**src/rtl/jump_input_arbiter.sv**
```systemverilog
// jump_input_arbiter: synchronizes and debounces the raw jump button, turns each
// clean press into a single jump request gated by the jump window, buffers early
// presses for a bounded time, and enforces a cooldown after each acknowledge.
module jump_input_arbiter #(
  parameter int unsigned DEBOUNCE_CYCLES = 4,
  parameter int unsigned BUFFER_CYCLES   = 8,
  parameter int unsigned COOLDOWN_CYCLES = 6
) (
  input  logic       proc_clk,
  input  logic       reset,
  input  logic       jump_btn,
  input  logic       can_jump,
  input  logic       jump_ack,
  output logic       jump_req,
  output logic       btn_clean,
  output logic [7:0] granted_count,
  output logic [7:0] dropped_count
);

  localparam int unsigned DB_W  = (DEBOUNCE_CYCLES > 1) ? $clog2(DEBOUNCE_CYCLES) : 1;
  localparam int unsigned BUF_W = (BUFFER_CYCLES > 1)   ? $clog2(BUFFER_CYCLES)   : 1;
  localparam int unsigned CD_W  = (COOLDOWN_CYCLES > 1) ? $clog2(COOLDOWN_CYCLES) : 1;
  localparam int unsigned CNT_W = 8;

  localparam logic [DB_W-1:0]  DB_LAST  = DB_W'(DEBOUNCE_CYCLES - 1);
  localparam logic [BUF_W-1:0] BUF_LAST = BUF_W'(BUFFER_CYCLES - 1);
  localparam logic [CD_W-1:0]  CD_LAST  = CD_W'(COOLDOWN_CYCLES - 1);
  localparam logic [CNT_W-1:0] CNT_MAX  = CNT_W'(255);

  typedef enum logic [1:0] {
    ST_IDLE     = 2'd0,
    ST_WAIT     = 2'd1,
    ST_REQ      = 2'd2,
    ST_COOLDOWN = 2'd3
  } state_t;

  state_t             state_q, state_d;
  logic               s1_q, s1_d;
  logic               s2_q, s2_d;
  logic               btn_clean_q, btn_clean_d;
  logic               btn_prev_q, btn_prev_d;
  logic [DB_W-1:0]    db_cnt_q, db_cnt_d;
  logic [BUF_W-1:0]   buf_cnt_q, buf_cnt_d;
  logic [CD_W-1:0]    cd_cnt_q, cd_cnt_d;
  logic               jump_req_q, jump_req_d;
  logic [CNT_W-1:0]   granted_q, granted_d;
  logic [CNT_W-1:0]   dropped_q, dropped_d;
  logic               press_c;
  logic               drop_c;

  // Two-flop synchronizer and debounce filter on the raw button.
  always_comb begin
    s1_d        = jump_btn;
    s2_d        = s1_q;
    btn_clean_d = btn_clean_q;
    db_cnt_d    = db_cnt_q;
    btn_prev_d  = btn_clean_q;
    if (s2_q == btn_clean_q) begin
      db_cnt_d = '0;
    end else if (db_cnt_q == DB_LAST) begin
      btn_clean_d = s2_q;
      db_cnt_d    = '0;
    end else begin
      db_cnt_d = db_cnt_q + DB_W'(1);
    end
  end

  // Rising edge of the clean button is a press; releases produce nothing.
  assign press_c = btn_clean_q & ~btn_prev_q;

  // Request FSM: next state, timers and event counters.
  always_comb begin
    state_d   = state_q;
    buf_cnt_d = buf_cnt_q;
    cd_cnt_d  = cd_cnt_q;
    granted_d = granted_q;
    drop_c    = 1'b0;
    case (state_q)
      ST_IDLE: begin
        if (press_c) begin
          if (can_jump) begin
            state_d = ST_REQ;
          end else begin
            state_d   = ST_WAIT;
            buf_cnt_d = '0;
          end
        end
      end
      ST_WAIT: begin
        if (can_jump) begin
          state_d = ST_REQ;
        end else if (buf_cnt_q == BUF_LAST) begin
          state_d = ST_IDLE;
          drop_c  = 1'b1;
        end else begin
          buf_cnt_d = buf_cnt_q + BUF_W'(1);
        end
      end
      ST_REQ: begin
        drop_c = press_c;
        if (jump_ack) begin
          state_d   = ST_COOLDOWN;
          cd_cnt_d  = '0;
          granted_d = granted_q + CNT_W'(1);
        end
      end
      ST_COOLDOWN: begin
        drop_c = press_c;
        if (cd_cnt_q == CD_LAST) begin
          state_d = ST_IDLE;
        end else begin
          cd_cnt_d = cd_cnt_q + CD_W'(1);
        end
      end
      default: state_d = ST_IDLE;
    endcase
    jump_req_d = (state_d == ST_REQ);
    dropped_d  = (drop_c && (dropped_q != CNT_MAX)) ? dropped_q + CNT_W'(1) : dropped_q;
  end

  // State register with asynchronous reset.
  always_ff @(posedge proc_clk or posedge reset) begin
    if (reset) begin
      state_q     <= ST_IDLE;
      s1_q        <= 1'b0;
      s2_q        <= 1'b0;
      btn_clean_q <= 1'b0;
      btn_prev_q  <= 1'b0;
      db_cnt_q    <= '0;
      buf_cnt_q   <= '0;
      cd_cnt_q    <= '0;
      jump_req_q  <= 1'b0;
      granted_q   <= '0;
      dropped_q   <= '0;
    end else begin
      state_q     <= state_d;
      s1_q        <= s1_d;
      s2_q        <= s2_d;
      btn_clean_q <= btn_clean_d;
      btn_prev_q  <= btn_prev_d;
      db_cnt_q    <= db_cnt_d;
      buf_cnt_q   <= buf_cnt_d;
      cd_cnt_q    <= cd_cnt_d;
      jump_req_q  <= jump_req_d;
      granted_q   <= granted_d;
      dropped_q   <= dropped_d;
    end
  end

  assign jump_req      = jump_req_q;
  assign btn_clean     = btn_clean_q;
  assign granted_count = granted_q;
  assign dropped_count = dropped_q;

endmodule

```
**config.mk**
```make
export PLATFORM = sky130hd
export DESIGN_NAME = jump_input_arbiter
export DESIGN_NICKNAME = d
export VERILOG_FILES = /design/src/rtl/jump_input_arbiter.sv
export SDC_FILE = /design/constraint.sdc
export NUM_CORES = 1
export LEC_CHECK = 0
export ABC_AREA = 0
export CELL_PAD_IN_SITES_DETAIL_PLACEMENT = 1
export CELL_PAD_IN_SITES_GLOBAL_PLACEMENT = 1
export CORE_UTILIZATION = 37
export DETAILED_ROUTE_END_ITERATION = 12
export PLACE_DENSITY_LB_ADDON = 0.1
export SKIP_CTS_REPAIR_TIMING = 1
export SLEW_MARGIN = 20
export SYNTH_ARGS = -nofsm -noshare
export SYNTH_HDL_FRONTEND = slang
export SYNTH_SLANG_ARGS = --single-unit
```
**constraint.sdc**
```tcl
create_clock -name proc_clk -period 1.8 [get_ports proc_clk]
set_clock_uncertainty 0.1 [all_clocks]
set_input_delay 0.36 -clock proc_clk [delete_from_list [all_inputs] [get_ports proc_clk]]
set_output_delay 0.36 -clock proc_clk [all_outputs]
set_load 0.05 [all_outputs]
```
==> impl_results.md <==
- Yosys warns: 0
- Syn Nets: 146
- # rows: 22
- DRC Markers: 0
- Cell area after synthesis: about 1500 um^2
- Pin count of the biggest net entering global routing: 32
- Busiest layer in global routing: met2
- Max Cap Viol: 0
- Vias in the first global route: 1,204
- Top-count cell post-synth: dfrtp_1
- Synth unique cells: 35
- Crit-path slowest cell: dfrtp_1
- Status: finished with violations
- Synthesized flop and latch total: 31
- Grt met2 use: a little under a third
- CTS root buf: clkbuf_8
- Layout cell share with drive strength beyond 1: 34.6%
- Failing checks: setup timing
- Final setup viols: 1
- Synth top area share: between 50% and 60%
- WP data arrival: between 1.5 and 2 ns
- Pre-CTS setup slack: -0.194 ns
- Final Max Slew Viols: 0
- Top post-synthesis cells by count: dfrtp_1 (31), nand2_1 (17), ha_1 (8), xnor2_1 (8), a21oi_1 (7)
- Initial antenna violation count: 0
- Global-route wire length before repair: around 5500 um
- CP peak stage delay: around 0.42 ns
- # IOs: 23
- WL per Instance: approximately 15 um
- Synth area leader: dfrtp_1
- Cell depth of the worst hold path: 0
- Achievable frequency: about 540 MHz
- Total GRT Usage: about 18%
- Syn_area_per_cell: approximately 11 um^2
- Detailed Routing Iterations Pass 1: 4
- Crit-path leading delay family: simple AND/OR/NAND/NOR gates
- Final min period: 1.87 ns
- Nets: about 190
- Async SR Flop Fraction: 100%
- Worst endpoint required time: 1.87 ns
- Crit Path Max Fanout: 3
- DP HPWL: 2290 um
- Total power: ~3.6 mW
- Post-synth EDFFs: 0
- Tcrit/Tclk final: 104%
- Post-DP Area: ~1800 um^2
- CTS Sinks: 31
- Layout area overhead: 38.3%
- Vias post-DR: around 1,200
- Final WL: 3330 um
- WP buf/inv: 0
- Final Instance Area: approximately 2000 um^2
- Hold Worst Slack: about 0.26 ns
- Worst vdd ir: between 0.0008 and 0.0009 V
- Final ANT Viol Nets: 0
- H-tree depth: 2
- CTS tree: done
- Hold wc startpoint: s1_q
- CTS Buf Count: 5
- RSZ-0062 raised after global routing: true
- Maximum clock path buffer count: 2
- Worst-path clk slew: ~0.06 ns
- Worst hold-check path type: register to register
- Cells after Synth: 133
- Hold Vio Cnt, Final: 0
- PortBufs: 22
- Pleak: 0.968 nW
- Setup TNS: -0.0657 ns
- Initial Util: 39.4%
- Sequential share of the synthesized area: a little over half
- Worst Hold End: s2_q
- Rel. slew slack: 73.5%
- Most used cell, CP: ha_4
- Largest cells by area after synthesis: dfrtp_1 (53%), ha_1 (6.8%), xnor2_1 (4.8%)
- Critical path cell sequence: ha_4 -> ha_4 -> and4bb_2 -> or2_4 -> nand2_4 -> mux2_4
- Slack of the critical path: -0.0657 ns
- Power density cells: approximately 1800 nW/um^2
- Clk_lat worst skew: approximately 0.28 ns
- Die area: around 4200 um^2
- Via/cell ratio: 5.13
- Top FF cell, synth: dfrtp_1
- Die width: roughly 65 um
- Reg-to-reg endpoint: dropped_count[1]
- ANT cells: 0
- Worst Setup SP: buf_cnt_q[0]
- Crit start category: register
- Worst setup EP type: register
- Die Height: 65.1 um
- Worst Reg-to-Reg Cells: 6
- Critical path class: register to register
- R2R Setup Slk: -0.07 ns
- Met3 usage: approximately 4.2%
- Worst slew pin tran: just under 0.4 ns
- GRT met1 Usage: between 10% and 20%
- Core area: 3740 um^2
- Reg2Reg Launch Point: buf_cnt_q[0]
- Routability cong.: 0.730
- Total gr overflow: 0
- DR iter-0 viols: 12
==> sequential cells by signal, indices dropped and copies added (netlist names) <==
register       cells
cd_cnt_q           3
granted_count      8
jump_req           1
btn_prev_q         1
state_q            2
dropped_count      8
s2_q               1
buf_cnt_q          3
btn_clean          1
s1_q               1
db_cnt_q           2
==> layer usage <==
layer | vias to the layer above | routed length, um
met4 | 0 | 58
li1 | 561 | -
met3 | 5 | 113
met1 | 576 | 1410
met2 | 22 | 1750
met5 | - | 0
==> area by class of cell <==
| cell class | count | area (um^2) |
|---|---|---|
| Multi-Input combinational cell | 96 | 717 |
| Clock inverter | 2 | 35.0 |
| Sequential cell | 31 | 781 |
| Timing Repair Buffer | 40 | 348 |
| Fill cell | 436 | 1710 |
| Clock buffer | 6 | 82.6 |
| Tap cell | 48 | 60.1 |
| Inverter | 4 | 15.0 |
==> layout by cell type (no fill, tap or decap), types with 2 or more instances in the layout <==
master and n:
a21oi_1 7, a22o_1 5, and3b_1 2, buf_12 3, buf_4 33, clkbuf_8 6, clkdlybuf4s50_1 4, dfrtp_1 27
dfrtp_2 4, ha_1 6, ha_4 2, inv_1 4, nand2_1 17, nand3_1 5, nand4_1 4, nor2_1 4
nor2b_1 2, nor3_1 4, nor4_2 2, o21a_1 2, o21ai_1 4, o22ai_1 2, xnor2_1 8, xor2_1 5
==> worst max-delay path by stage <==
stage / endpoint / cells after the start
finish: dropped_count[1] / 6
global route: dropped_count[1] / 6
CTS: dropped_count[1] / 6
detailed placement: jump_req / 6
global placement: dropped_count[1] / 5
floorplan: dropped_count[1] / 6
==> worst reg2reg max path, cell delays in order (launching register included) <==
cell and delay [ns]:
dfrtp_1 0.42, ha_4 0.19, ha_4 0.15, and4bb_2 0.24, or2_4 0.28, nand2_4 0.08
mux2_4 0.30
==> metrics by stage <==
step                instances  utilization [%]
finish                    227             54.4
global route              227             54.4
CTS                       222             52.3
detailed placement        214             49.2
global placement          214             49.2
floorplan                 133                -
==> power breakdown <==
group | internal, mW | leakage (nW) | switching [mW]
sequential | 0.928 | 0.383 | 0.260
clock | 0.448 | 0.0612 | 0.264
combinational | 0.766 | 0.523 | 0.902
total | 2.14 | 0.968 | 1.43
==> cell families after synthesis <==
kind of cell	count (synthesis)	synth area share, %
and+or+nand+nor	49	18.5
buffers and inverters	6	1.78
AOI/OAI and AO/OA	24	11.0
adders and majority gates	8	6.79
DFF	31	52.6
muxes	2	1.53
xor gates and xnor gates	13	7.73
No activity file was read; power rests on OpenSTA's default activity.
